--- config.mk ---
export PLATFORM = sky130hd
export DESIGN_NAME = uart_tx
export DESIGN_NICKNAME = d
export VERILOG_FILES = /design/src/rtl/uart_pkg.sv /design/src/rtl/uart_baud_edge.sv /design/src/rtl/uart_tx.sv
export SDC_FILE = /design/constraint.sdc
export NUM_CORES = 1
export LEC_CHECK = 0
export ABC_AREA = 1
export CAP_MARGIN = 10
export CORE_MARGIN = 1.5
export CORE_UTILIZATION = 52
export CTS_BUF_LIST = sky130_fd_sc_hd__clkbuf_8 sky130_fd_sc_hd__clkbuf_16
export DETAILED_ROUTE_END_ITERATION = 6
export PLACE_DENSITY_LB_ADDON = 0.2
export SYNTH_ARGS = -nofsm -noshare
export SYNTH_HDL_FRONTEND = slang
export SYNTH_SLANG_ARGS = --single-unit
--- constraint.sdc ---
create_clock -name CLK -period 1.8 [get_ports CLK]
set_input_delay 0.36 -clock CLK [delete_from_list [all_inputs] [get_ports CLK]]
set_output_delay 0.36 -clock CLK [all_outputs]
set_load 0.05 [all_outputs]
--- src/rtl/uart_pkg.sv ---
// Shared definitions for the UART transmitter: state encoding, data width and parity helper.
// Parity helper exists only when UART_TX_PARITY_EN is defined.
package uart_pkg;

  localparam int unsigned DATA_W    = 8;
  localparam int unsigned BIT_CNT_W = 3;

  typedef enum logic [2:0] {
    ST_IDLE   = 3'd0,
    ST_SYNC   = 3'd1,
    ST_START  = 3'd2,
    ST_DATA   = 3'd3,
    ST_PARITY = 3'd4,
    ST_STOP   = 3'd5
  } tx_state_e;

`ifdef UART_TX_PARITY_EN
  // Even parity: XOR of all data bits, so ones-count including parity is even.
  function automatic logic even_parity(input logic [DATA_W-1:0] data);
    return ^data;
  endfunction
`endif

endpackage : uart_pkg

--- src/rtl/uart_baud_edge.sv ---
// Rising-edge detector for the divided baud clock; emits a one-CLK tick per bit period.
// The history register resets high so a baud clock already high at release is not a tick.
module uart_baud_edge (
  input  logic clk_i,
  input  logic rst_ni,
  input  logic baud_clk_i,
  output logic tick_o
);

  logic baud_prev_q;

  // Previous-cycle sample of the baud clock
  always_ff @(posedge clk_i or negedge rst_ni) begin
    if (!rst_ni) begin
      baud_prev_q <= 1'b1;
    end else begin
      baud_prev_q <= baud_clk_i;
    end
  end

  assign tick_o = baud_clk_i & ~baud_prev_q;

endmodule : uart_baud_edge

--- src/rtl/uart_tx.sv ---
// UART transmitter: start bit, 8 data bits LSB first, optional even parity, STOP_BITS stop bits.
// Define UART_TX_PARITY_EN to insert the even-parity bit after the data bits.
module uart_tx
  import uart_pkg::*;
#(
  parameter int unsigned STOP_BITS = 1
) (
  input  logic              CLK,
  input  logic              nRST,
  input  logic              BAUD_CLK,
  input  logic [DATA_W-1:0] TX_DATA,
  input  logic              TX_VALID,
  output logic              TX_READY,
  output logic              TXD,
  output logic              TX_BUSY
);

  if ((STOP_BITS != 32'd1) && (STOP_BITS != 32'd2)) begin : g_bad_stop_bits
    $error("uart_tx: STOP_BITS must be 1 or 2");
  end

  localparam logic STOP_LAST = 1'(STOP_BITS - 32'd1);

  tx_state_e            state_q;
  logic [DATA_W-1:0]    shift_q;
  logic [BIT_CNT_W-1:0] bit_cnt_q;
  logic                 stop_cnt_q;
  logic                 txd_q;
  logic                 ready_q;
  logic                 busy_q;
  logic                 tick_s;
`ifdef UART_TX_PARITY_EN
  logic                 parity_q;
`endif

  uart_baud_edge u_baud_edge (
    .clk_i      (CLK),
    .rst_ni     (nRST),
    .baud_clk_i (BAUD_CLK),
    .tick_o     (tick_s)
  );

  // Frame sequencer; every non-IDLE state advances only on a baud tick
  always_ff @(posedge CLK or negedge nRST) begin
    if (!nRST) begin
      state_q    <= ST_IDLE;
      shift_q    <= {DATA_W{1'b0}};
      bit_cnt_q  <= {BIT_CNT_W{1'b0}};
      stop_cnt_q <= 1'b0;
      txd_q      <= 1'b1;
      ready_q    <= 1'b1;
      busy_q     <= 1'b0;
`ifdef UART_TX_PARITY_EN
      parity_q   <= 1'b0;
`endif
    end else begin
      case (state_q)
        ST_IDLE: begin
          if (TX_VALID) begin
            shift_q  <= TX_DATA;
`ifdef UART_TX_PARITY_EN
            parity_q <= even_parity(TX_DATA);
`endif
            state_q  <= ST_SYNC;
            ready_q  <= 1'b0;
            busy_q   <= 1'b1;
          end
        end

        // Waiting here for the first tick makes the start bit a full period long
        ST_SYNC: begin
          if (tick_s) begin
            state_q <= ST_START;
            txd_q   <= 1'b0;
          end
        end

        ST_START: begin
          if (tick_s) begin
            state_q <= ST_DATA;
            txd_q   <= shift_q[0];
          end
        end

        ST_DATA: begin
          if (tick_s) begin
            bit_cnt_q <= bit_cnt_q + 3'd1;
            if (bit_cnt_q == 3'd7) begin
`ifdef UART_TX_PARITY_EN
              state_q <= ST_PARITY;
              txd_q   <= parity_q;
`else
              state_q <= ST_STOP;
              txd_q   <= 1'b1;
`endif
            end else begin
              shift_q <= {1'b0, shift_q[DATA_W-1:1]};
              txd_q   <= shift_q[1];
            end
          end
        end

`ifdef UART_TX_PARITY_EN
        ST_PARITY: begin
          if (tick_s) begin
            state_q <= ST_STOP;
            txd_q   <= 1'b1;
          end
        end
`endif

        ST_STOP: begin
          if (tick_s) begin
            if (stop_cnt_q == STOP_LAST) begin
              stop_cnt_q <= 1'b0;
              state_q    <= ST_IDLE;
              ready_q    <= 1'b1;
              busy_q     <= 1'b0;
            end else begin
              stop_cnt_q <= stop_cnt_q + 1'b1;
            end
          end
        end

        default: begin
          state_q    <= ST_IDLE;
          stop_cnt_q <= 1'b0;
          bit_cnt_q  <= {BIT_CNT_W{1'b0}};
          txd_q      <= 1'b1;
          ready_q    <= 1'b1;
          busy_q     <= 1'b0;
        end
      endcase
    end
  end

  assign TXD      = txd_q;
  assign TX_READY = ready_q;
  assign TX_BUSY  = busy_q;

endmodule : uart_tx

# After elaboration in Yosys (flattened, before gate mapping)
# Index checks and enable logic that the tools add are counted.
# W data, S select, Z words.
word_totals:
  ff_bits: 19
  latchBits: 0
  ramBits: 0
  romBits: 0
  inputBits: 12
  output_inout_bits: 3
  memories: 0
op_classes:
  n_addsub: 2
  mul: 0
  n_div: 0
  n_lt_le_gt_ge: 0
  n_eq_ne: 13
  n_shift: 0
  muxes: 30
  bitwise: 6
  n_reduce_logical: 12
ops:
  columns: ["operator", "count"]
  rows:
  - ["$mux W3", 8]
  - ["$mux W8", 3]
  - ["$ne A2 B2 Y1 const B", 8]
  - ["$pmux W8 S2", 1]
  - ["$pmux W3 S5", 1]
  - ["$mux W1", 12]
  - ["$reduce_and A4 Y1", 3]
  - ["$reduce_or A4 Y1", 2]
  - ["$reduce_and A7 Y1", 1]
  - ["$eq A3 B2 Y1 const B", 2]
  - ["$eq A3 B3 Y1 const B", 2]
  - ["$pmux W1 S3", 2]
  - ["$pmux W3 S2", 1]
  - ["$not A1 Y1", 5]
  - ["$pmux W1 S4", 1]
  - ["$reduce_and A2 Y1", 2]
  - ["$add A3 B1 Y3 const B", 1]
  - ["$eq A3 B1 Y1 const B", 1]
  - ["$logic_not A3 Y1", 1]
  - ["$reduce_or A3 Y1", 1]
  - ["$pmux W1 S2", 1]
  - ["$reduce_bool A2 Y1", 1]
  - ["$reduce_or A2 Y1", 1]
  - ["$add A1 B1 Y1 const B", 1]
  - ["$and A1 B1 Y1", 1]

# Logic depth before layout (Yosys ltp)
depth:
  ltp_word: 4
  ltp_mapped: 9

# Cells and area by module
# Synthesis repeated with hierarchy kept, for this count alone.
unflattened:
  cells_unflattened: 133
  area_unflattened_um2: 984.7
modules_own_cells:
  columns: ["mod", "instances", "cells_per_inst", "area_each_um2", "seq_area_each_um2"]
  rows:
  - ["uart_tx", 1, 130, 948.4, 427.9]
  - ["uart_baud_edge", 1, 3, 36.3, 26.3]

# Least setup slack after synthesis
# OpenSTA, ideal clock, no wires.
synth_path:
  path_kind: "flip-flop to flip-flop"
  from: "reg bit_cnt_q[0]"
  to: "reg shift_q[7]"
  arrival_time_ps: 1176
  t_required_ps: 1683
  path_slack_ps: 507
  stages_incl_launch_ff: 9
  path_buffers: 0
  synth_period_minus_slack_ps: 1293
  cell_sequence: "dfrtp_1 ha_1 ha_1 inv_1 nand2_4 nand2_4 nand2_4 nand2_1 o21ai_2"
synth_via:
  elab_chain_cells: 3
synth_rtl:
  columns: ["element", "line", "text"]
  rows:
  - ["from (decl)", "uart_tx.sv:26", "logic [BIT_CNT_W-1:0] bit_cnt_q;"]
  - ["from (signal assigned)", "uart_tx.sv:48", "bit_cnt_q <= {BIT_CNT_W{1'b0}};"]
  - ["from (signal assigned)", "uart_tx.sv:87", "bit_cnt_q <= bit_cnt_q + 3'd1;"]
  - ["from (signal assigned)", "uart_tx.sv:128", "bit_cnt_q <= {BIT_CNT_W{1'b0}};"]
  - ["$eq A3 B3 Y1", "uart_tx.sv:88", "if (bit_cnt_q == 3'd7) begin"]
  - ["$ne A2 B2 Y1 (no line)", null, null]
  - ["$reduce_and A4 Y1 (no line)", null, null]
  - ["to (signal assigned)", "uart_tx.sv:47", "shift_q <= {DATA_W{1'b0}};"]
  - ["to (signal assigned)", "uart_tx.sv:97", "shift_q <= {1'b0, shift_q[DATA_W-1:1]};"]
  - ["to (decl)", "uart_tx.sv:25", "logic [DATA_W-1:0] shift_q;"]
# Every way passes these cells.
# A chain may end at the register's enable or synchronous reset.

# Worst setup path in the final report
layout_path:
  from: "reg state_q[2]"
  to: "reg shift_q[7]"
layout_via:
  elab_chain_cells: 3
  word_cells_on_any_way: 8
layout_rtl:
  columns: ["element", "line", "text"]
  rows:
  - ["from (decl)", "uart_tx.sv:24", "tx_state_e state_q;"]
  - ["from (signal assigned)", "uart_tx.sv:46", "state_q <= ST_IDLE;"]
  - ["from (signal assigned)", "uart_tx.sv:64", "state_q <= ST_SYNC;"]
  - ["from (signal assigned)", "uart_tx.sv:73", "state_q <= ST_START;"]
  - ["$eq A3 B2 Y1 or $logic_not A3 Y1 (tied branches)", "uart_tx.sv:57", "case (state_q)"]
  - ["$ne A2 B2 Y1 (no line) or $reduce_bool A2 Y1 (tied branches)", null, null]
  - ["$reduce_and A4 Y1 (no line)", null, null]
# Parallel ways exist; a longest one is shown, timed or not.

==> flow_summary.json <==
{
  "io_pins": 15,
  "finalCritPeriodShare": 0.842,
  "rows": 15,
  "rr_endpoint": "shift_q[7]",
  "rsz0062_at_grt": "no",
  "start_util": 0.576,
  "ys_seq_elements": 18,
  "drt_iter0_drc": 34,
  "vias_per_cell": 5.50,
  "synth_common_cells": "nand2_1, nand3_1, dfrtp_1",
  "worstSetupEndpointType": "register",
  "synth_edf_count": 0,
  "finalSetupViolCount": 0,
  "reg2reg_depth": 6,
  "wire_per_inst_um": 12.3,
  "cp-startpoint": "state_q[2]",
  "syn_inst": 139,
  "synth_fp_nets": 153,
  "synth-adder-area-share": 0.0241,
  "cts_buffers": 3,
  "crit_required_ps": 1960,
  "synthMuxAreaShare": 0,
  "area_growth_pct": 20.4,
  "ys.flop_type": "dfrtp_1",
  "grt-ovfl-total": 0,
  "regToRegStartpoint": "state_q[2]",
  "critPathKind": "reg2reg",
  "dp_hpwl_um": 1630,
  "leakage_nw": 0.658,
  "cts_resized": 0,
  "min_path_type": "in2async",
  "outcome": "complete, no violations",
  "clkLatencyLatePin_ps": 260,
  "hold_violations": 0,
  "synthArstFlopShare": 1.00,
  "cp-endpoint": "shift_q[7]",
  "fp.dieH_um": 47.7,
  "cap_violations": 0,
  "drc": 0,
  "final_max_slew_viol_count": 0,
  "core_um2": 1800,
  "fin_tns_setup_ps": 0,
  "grt_pass1_vias": 917,
  "gp_congestion": 0.901,
  "grt_pass1_wl_um": 3750,
  "clkSinkCount": 18,
  "yosysTopAreaCell": "dfrtp_1",
  "final_nets": 172,
  "io_buffers": 14,
  "worstPathMaxFanout": 9,
  "clkSlewWorstSetupHoldPaths_ps": 70,
  "max_clock_freq_ghz": 0.660,
  "yosysMostFrequentCell": "nand2_1",
  "synth_top_cell_area_share": 0.362,
  "drive_gt1_frac": 0.140,
  "num_antenna_cells": 0,
  "root_buffer": "clkbuf_8",
  "synth_compound_area_frac": 0.0495,
  "synth.distinct_cells": 24,
  "rrSetupSlack_ps": 280,
  "cts_buffer_depth": 2,
  "grt_start_max_net_pins": 19,
  "routed_wl_um": 2240,
  "ctsHoldBuffers": 0,
  "max_slew_margin": 0.782,
  "arrival_ps": 1670,
  "antenna_found_initial": 0,
  "synth_xor_xnor_area_share": 0,
  "floorplan.die_area_um2": 2270,
  "cts_tree": "built",
  "period_minus_slack_ps": 1520,
  "drtPass1Iterations": 4,
  "skew_ps": 3.53,
  "vdd_drop_max_mv": 0.958,
  "worst_pin_slew_ps": 326,
  "syn_avg_cell_area_um2": 7.46,
  "finalPower_mw": 2.39,
  "grt_use_total": 0.243,
  "synth_area_leaders": "dfrtp_1, nand2_1, nand3_1",
  "postCtsSetupBuffers": 0,
  "cts_htree_levels": 1,
  "startpoint_type": "register",
  "ant_nets": 0,
  "power.density_nw_per_um2": 1920,
  "yosysSeqAreaShare": 0.438,
  "synth_top_family_by_area": "simple AND/OR/NAND/NOR gates",
  "num_vias": 1001,
  "syn-cell-area_um2": 1040,
  "synth-simple-area-share": 0.420,
  "ys_warn_count": 0,
  "die_w_um": 47.7
}
==> sequential cells by signal, indices dropped and copies added (netlist names) <==
| name | flops |
|---|---|
| TXD | 1 |
| TX_BUSY | 1 |
| TX_READY | 1 |
| bit_cnt_q | 3 |
| shift_q | 8 |
| state_q | 3 |
| u_baud_edge.baud_prev_q | 1 |
==> worst max-delay path, stage by stage, from the launching register on <==
cell	delay, ps
dfrtp_1	490
nor2_1	330
nand2_1	180
nand2_4	160
nand2_4	110
nand2_1	90
o21ai_2	50
==> how the worst min path moves through the flow <==
stage	endpoint	slack, ps	cells after the start
2_1_floorplan	TX_BUSY	60	0
3_3_place_gp	shift_q[0]	450	2
3_5_place_dp	TXD	460	2
4_1_cts	state_q[2]	430	2
5_1_grt	state_q[2]	460	2
6_report	state_q[2]	430	2
==> where the power goes <==
part	leakage (nW)	internal [mW]	switching [mW]	total, mW
sequential	0.223	0.597	0.152	0.748
clock	0.0288	0.195	0.142	0.337
combinational	0.407	0.434	0.872	1.31
==> cells in the final DEF, fill, tap and decap left out, drive strengths merged <==
cell           netlist  layout
a21oi                1       1
buf                  3       6
clkbuf               0       4
clkdlybuf4s50        0      11
dfrtp               15      15
dfstp                3       3
ha                   2       2
inv                 11      11
nand2               65      65
nand3               17      17
nand3b               1       1
nand4                1       1
nor2                 9       9
nor3                 1       1
nor3b                1       1
nor4                 1       1
o21a                 1       1
o21ai                7       7
==> kinds of logic after synthesis <==
kind of cell / after synthesis
AOI/OAI and AO/OA: 9
adders and majority gates: 2
buffers and inverters: 14
DFF: 18
and+or+nand+nor: 96
==> metal layers <==
layer,wire length [um],vias up,track usage
met5,0,-,0
met4,109,0,0.173
met3,137,13,0.0491
met2,1060,46,0.397
met1,932,467,0.284
li1,-,475,-
==> per-stage QoR <==
step	utilization	setup WS (ps)	instance area [um2]	hold WS (ps)	instances
6_report	0.693	284	1250	426	182
5_1_grt	0.693	166	1250	461	182
4_1_cts	0.693	322	1250	429	182
3_5_place_dp	0.663	106	1190	460	178
3_3_place_gp	0.663	141	1190	450	178
2_1_floorplan	-	507	1040	64.4	139
==> layout make-up <==
| class | count | area (um2) |
|---|---|---|
| fillers | 166 | 553 |
| multi-input cells | 107 | 512 |
| flip-flops and latches | 18 | 454 |
| repair buffers | 17 | 155 |
| clock buffers | 4 | 55.1 |
| inverters | 11 | 41.3 |
| well taps | 25 | 31.3 |
Note: power is estimated with default switching activity, not from simulation.
